===== src/rtl/vedic_pkg.sv =====
// Types and default widths shared by the vedic multiplier stage and its
// downstream product accumulator.
package vedic_pkg;

    typedef enum logic [1:0] {
        IDLE  = 2'd0,
        ACCUM = 2'd1,
        STALL = 2'd2
    } state_t;

    localparam int DEFAULT_PROD_W = 5;
    localparam int DEFAULT_ACC_W  = 8;

endpackage


===== src/rtl/vedic_sat_add.sv =====
// Combinational W-bit unsigned adder that clamps to all-ones on carry-out
// and reports the carry so callers can track overflow.
module vedic_sat_add #(
    parameter int W = 8
) (
    input  logic [W-1:0] a,
    input  logic [W-1:0] b,
    output logic [W-1:0] sum,
    output logic         carry
);

    logic [W:0] raw;

    assign raw   = {1'b0, a} + {1'b0, b};
    assign carry = raw[W];
    assign sum   = raw[W] ? {W{1'b1}} : raw[W-1:0];

endmodule


===== src/rtl/vedic_product_accumulator.sv =====
// Sums fixed-length frames of multiplier products into a saturating total and
// hands each total off on a valid/ready port with a sticky overflow flag.
module vedic_product_accumulator
    import vedic_pkg::*;
#(
    parameter int PROD_W    = DEFAULT_PROD_W,
    parameter int FRAME_LEN = 4,
    parameter int ACC_W     = DEFAULT_ACC_W
) (
    input  logic              clk,
    input  logic              reset,
    input  logic [PROD_W-1:0] product,
    input  logic              prod_valid,
    output logic              prod_ready,
    input  logic              clear,
    output logic [ACC_W-1:0]  sum,
    output logic              overflow,
    output logic              sum_valid,
    input  logic              sum_ready
);

    localparam int CNT_W = (FRAME_LEN > 1) ? $clog2(FRAME_LEN) : 1;
    localparam logic [CNT_W-1:0] LAST = CNT_W'(FRAME_LEN - 1);

    state_t             state_reg, state_next;
    logic [ACC_W-1:0]   acc_reg, acc_next;
    logic               ovf_reg, ovf_next;
    logic [CNT_W-1:0]   cnt_reg, cnt_next;

    logic [ACC_W-1:0]   add_sum;
    logic               add_carry;
    logic               last_beat;
    logic               out_blocked;
    logic               accept;
    logic               load;

    vedic_sat_add #(.W(ACC_W)) u_sat_add (
        .a     (acc_reg),
        .b     (ACC_W'(product)),
        .sum   (add_sum),
        .carry (add_carry)
    );

    assign last_beat   = (cnt_reg == LAST);
    assign out_blocked = sum_valid && !sum_ready;
    // Only the closing beat needs the result register, so only it can stall.
    assign prod_ready  = !(last_beat && out_blocked) && !reset;
    assign accept      = prod_valid && prod_ready;
    assign load        = accept && last_beat && !clear;

    always_comb begin
        state_next = state_reg;
        acc_next   = acc_reg;
        ovf_next   = ovf_reg;
        cnt_next   = cnt_reg;
        if (clear) begin
            // Any beat accepted alongside clear is swallowed.
            state_next = IDLE;
            acc_next   = '0;
            ovf_next   = 1'b0;
            cnt_next   = '0;
        end else if (accept) begin
            if (last_beat) begin
                state_next = IDLE;
                acc_next   = '0;
                ovf_next   = 1'b0;
                cnt_next   = '0;
            end else begin
                state_next = ACCUM;
                acc_next   = add_sum;
                ovf_next   = ovf_reg | add_carry;
                cnt_next   = cnt_reg + CNT_W'(1);
            end
        end else if (last_beat && out_blocked) begin
            state_next = STALL;
        end else if (state_reg == STALL) begin
            state_next = ACCUM;
        end
    end

    always_ff @(posedge clk or posedge reset) begin
        if (reset) begin
            state_reg <= IDLE;
            acc_reg   <= '0;
            ovf_reg   <= 1'b0;
            cnt_reg   <= '0;
        end else begin
            state_reg <= state_next;
            acc_reg   <= acc_next;
            ovf_reg   <= ovf_next;
            cnt_reg   <= cnt_next;
        end
    end

    // A fresh load takes priority over draining, so frames pass with no bubble.
    always_ff @(posedge clk or posedge reset) begin
        if (reset) begin
            sum       <= '0;
            overflow  <= 1'b0;
            sum_valid <= 1'b0;
        end else if (load) begin
            sum       <= add_sum;
            overflow  <= ovf_reg | add_carry;
            sum_valid <= 1'b1;
        end else if (sum_valid && sum_ready) begin
            sum_valid <= 1'b0;
        end
    end

endmodule


===== config.mk =====
export PLATFORM = sky130hd
export DESIGN_NAME = vedic_product_accumulator
export DESIGN_NICKNAME = d
export VERILOG_FILES = /design/src/rtl/vedic_pkg.sv /design/src/rtl/vedic_sat_add.sv /design/src/rtl/vedic_product_accumulator.sv
export SDC_FILE = /design/constraint.sdc
export NUM_CORES = 1
export LEC_CHECK = 0
export ABC_AREA = 1
export BUFFER_PORTS_ARGS = -buffer_cell sky130_fd_sc_hd__buf_2
export CAP_MARGIN = 0
export CORE_MARGIN = 1.5
export CORE_UTILIZATION = 35
export CTS_BUF_LIST = sky130_fd_sc_hd__clkbuf_16
export DETAILED_ROUTE_END_ITERATION = 8
export SLEW_MARGIN = 10
export SYNTH_ARGS = -nofsm -noshare
export SYNTH_HDL_FRONTEND = slang
export SYNTH_SLANG_ARGS = --single-unit
export TNS_END_PERCENT = 20

===== constraint.sdc =====
create_clock -name clk -period 1.83 [get_ports clk]
set_input_delay 0.183 -clock clk [delete_from_list [all_inputs] [get_ports clk]]
set_output_delay 0.183 -clock clk [all_outputs]
set_load 0.1 [all_outputs]

==> impl_metrics.toml <==
[place]
dpl.hpwl_um = 1919
gp_congestion = 0.7963
portBuffers = 20
post-place-ws_ns = 0.01556

[critical_path]
critPathArrivalTime_ns = 1.85
r2r_cells = 9
cp-start-kind = "flop"
required_ns = 1.97
cp_slowest_stage_delay_ns = 0.38
ff2ff_setup_slack_ns = 0.12
path_cells = "ha_1 -> fa_2 -> nand2_2 -> nand2_2 -> nand3_2 -> nand2_2 -> or2_1 -> nand2_1 -> nand2_1"
worst-path-max-fanout = 5
cpMaxStageDelayCell = "dfrtp_1"
path_class = "reg -> reg"
crit_top_cell = "nand2_2"
cp-end-kind = "flop"
r2r-end = "sum[0]"
r2r_start = "acc_reg[0]"

[layout]
diodes = 0
area_growth_pct = 21.64
drive_gt1_share_pct = 22.10
fillers = 324
final_nets = 199
layout_common_cells = "69 x nand2_1, 20 x dfrtp_1, 19 x buf_2, 13 x inv_1, 10 x nand3_1"
final_common_cell = "nand2_1"

[sta]
holdWs_ns = 0.002473
fin_skew_ns = 0.002923
period_needed_ns = 1.711
period_share_pct = 93.48
setup_viol = 0
slew_headroom_pct = 67.82
fmax_mhz = 584.6
finalWorstSetupSlack_ns = 0.1193
worst_pin_slew_ns = 0.4860
hold_viol_final = 0
final.setup.tns_ns = 0
rsz0062_at_grt = "no"
drv_slew = 0

[synth]
ys_ff_latch = 21
synth_cells = 157
synth.avg_cell_area_um2 = 7.587
yosysSeqAreaShare_pct = 44.12
synth.distinct_cells = 23
syn_nets = 174
yosys_warnings = 0
synth_top_cell_area_share_pct = 44.12
synthesis.area_um2 = 1191
yosysTopAreaCell = "dfrtp_1"
yosys-top-cells-area = "dfrtp_1 44%, nand2_1 22%, ha_1 6.3%"

[clocking]
cts_setup_buffers = 0
cts_max_level = 1
clock_path_buffers = 2
clkLatencyLatePin_ns = 0.25
numCtsBuffers = 3
cts_tree = "yes"
postCtsHoldBufs = 0
cts-root-buf = "clkbuf_16"
clk_pin_slew_worst_paths_ns = 0.06
cts_sinks = 21
ctsResizeCount = 0

[global_routing]
grt_max_degree = 23
grt_pass1_vias = 931
track_usage_pct = 15.27
gr-total-overflow = 0
antenna_found_initial = 0
grt_pass1_wl_um = 4174

[power_and_ir_drop]
p_leak_nw = 0.8562
finalPower_mw = 1.111
ir_worst_vdd_uv = 613.7
p_per_area_nw_per_um2 = 766.5

[drt]
num_vias = 1020
detail_route.wl_per_cell_um = 11.08
drtAntennaViolNets = 0
remaining_drc_errors = 0
first_pass_iters = 4
wl_um = 2493
drt_iter0_drc = 26
viasPerCell = 4.533

[die]
ios = 21
coreArea_um2 = 3153
die_w_um = 61.34
rows = 20
initial_core_util_pct = 37.78
die_h_um = 61.34
dieArea_um2 = 3762

[run_status]
status = "complete, no violations"

[run]
maxCapViolCount = 0

[worst_hold_path]
hp-class = "in -> async"
where the power goes:
group          switching, mW  total [mW]  internal, mW
logic                  0.117       0.175        0.0578
clock network          0.156       0.446         0.291
registers             0.0107       0.489         0.478
total                  0.284        1.11         0.827
logic make-up after synthesis:
group	Yosys count	share of synthesized area (%)
AND/OR/NAND/NOR	102	36.98
flip-flops	21	44.12
buffers and inverters	18	6.618
AO/OA/AOI/OAI	9	4.306
adder cells (fa/ha/maj)	7	7.983
worst max-delay path, delay by kind of cell (launching register included):
kind | cells | cell delay (ns)
and+or+nand+nor | 7 | 0.66
adders and majority gates | 2 | 0.56
DFF | 1 | 0.38
layout make-up:
cell class	count	area, um2	share of cell area (%)
inverter	16	63.81	4.404
clock inverter	1	3.754	0.2591
clock buffer	3	75.07	5.181
sequential	21	526.8	36.36
timing repair buffer	22	130.1	8.981
tap	44	55.05	3.800
multi-input combinational	118	594.3	41.02
cells in the mapped netlist:
cell      instances
nand4_1           2
or2_2             2
nand3b_1          2
or2_1             2
o21ai_0           5
a21oi_1           1
inv_2             2
a22o_1            1
o21ai_1           1
ha_1              6
o21bai_1          1
nor2_2            1
nor2_1            8
nand3_1          10
buf_4             1
inv_1            14
nand2_1          71
buf_6             1
dfrtp_1          21
nand2_2           1
nand3_2           2
fa_1              1
or2_4             1
worst max-delay path by stage:
stage | from | to | slack [ns] | cells after the start
after global placement | acc_reg[0] | sum[0] | 0.09 | 9
after floorplan | acc_reg[0] | sum[1] | 0.18 | 9
after CTS | acc_reg[0] | acc_reg[7] | 0.02 | 10
after detailed placement | acc_reg[0] | acc_reg[7] | 0.02 | 10
after global routing | acc_reg[0] | sum[0] | 0.001 | 9
final | acc_reg[0] | sum[0] | 0.12 | 9
per-layer routing:
metal / part of all wire (%) / up-vias / GRT usage (%) / routed length (um)
met3: 4.1 / 4 / 1.891 / 101
met4: 1.8 / 0 / 7.295 / 46
met2: 45 / 24 / 23.25 / 1126
met1: 49 / 454 / 21.68 / 1219
met5: 0 / - / 0 / 0
li1: - / 538 / - / -
through the flow:
step	utilization (%)	instance area, um2	std cells
3_3_place_gp	43.21	1363	221
6_report	45.95	1449	225
4_1_cts	45.71	1441	225
3_5_place_dp	43.21	1363	221
5_1_grt	45.95	1449	225
2_1_floorplan	-	1196	157
Note: power is estimated with default switching activity, not from simulation.
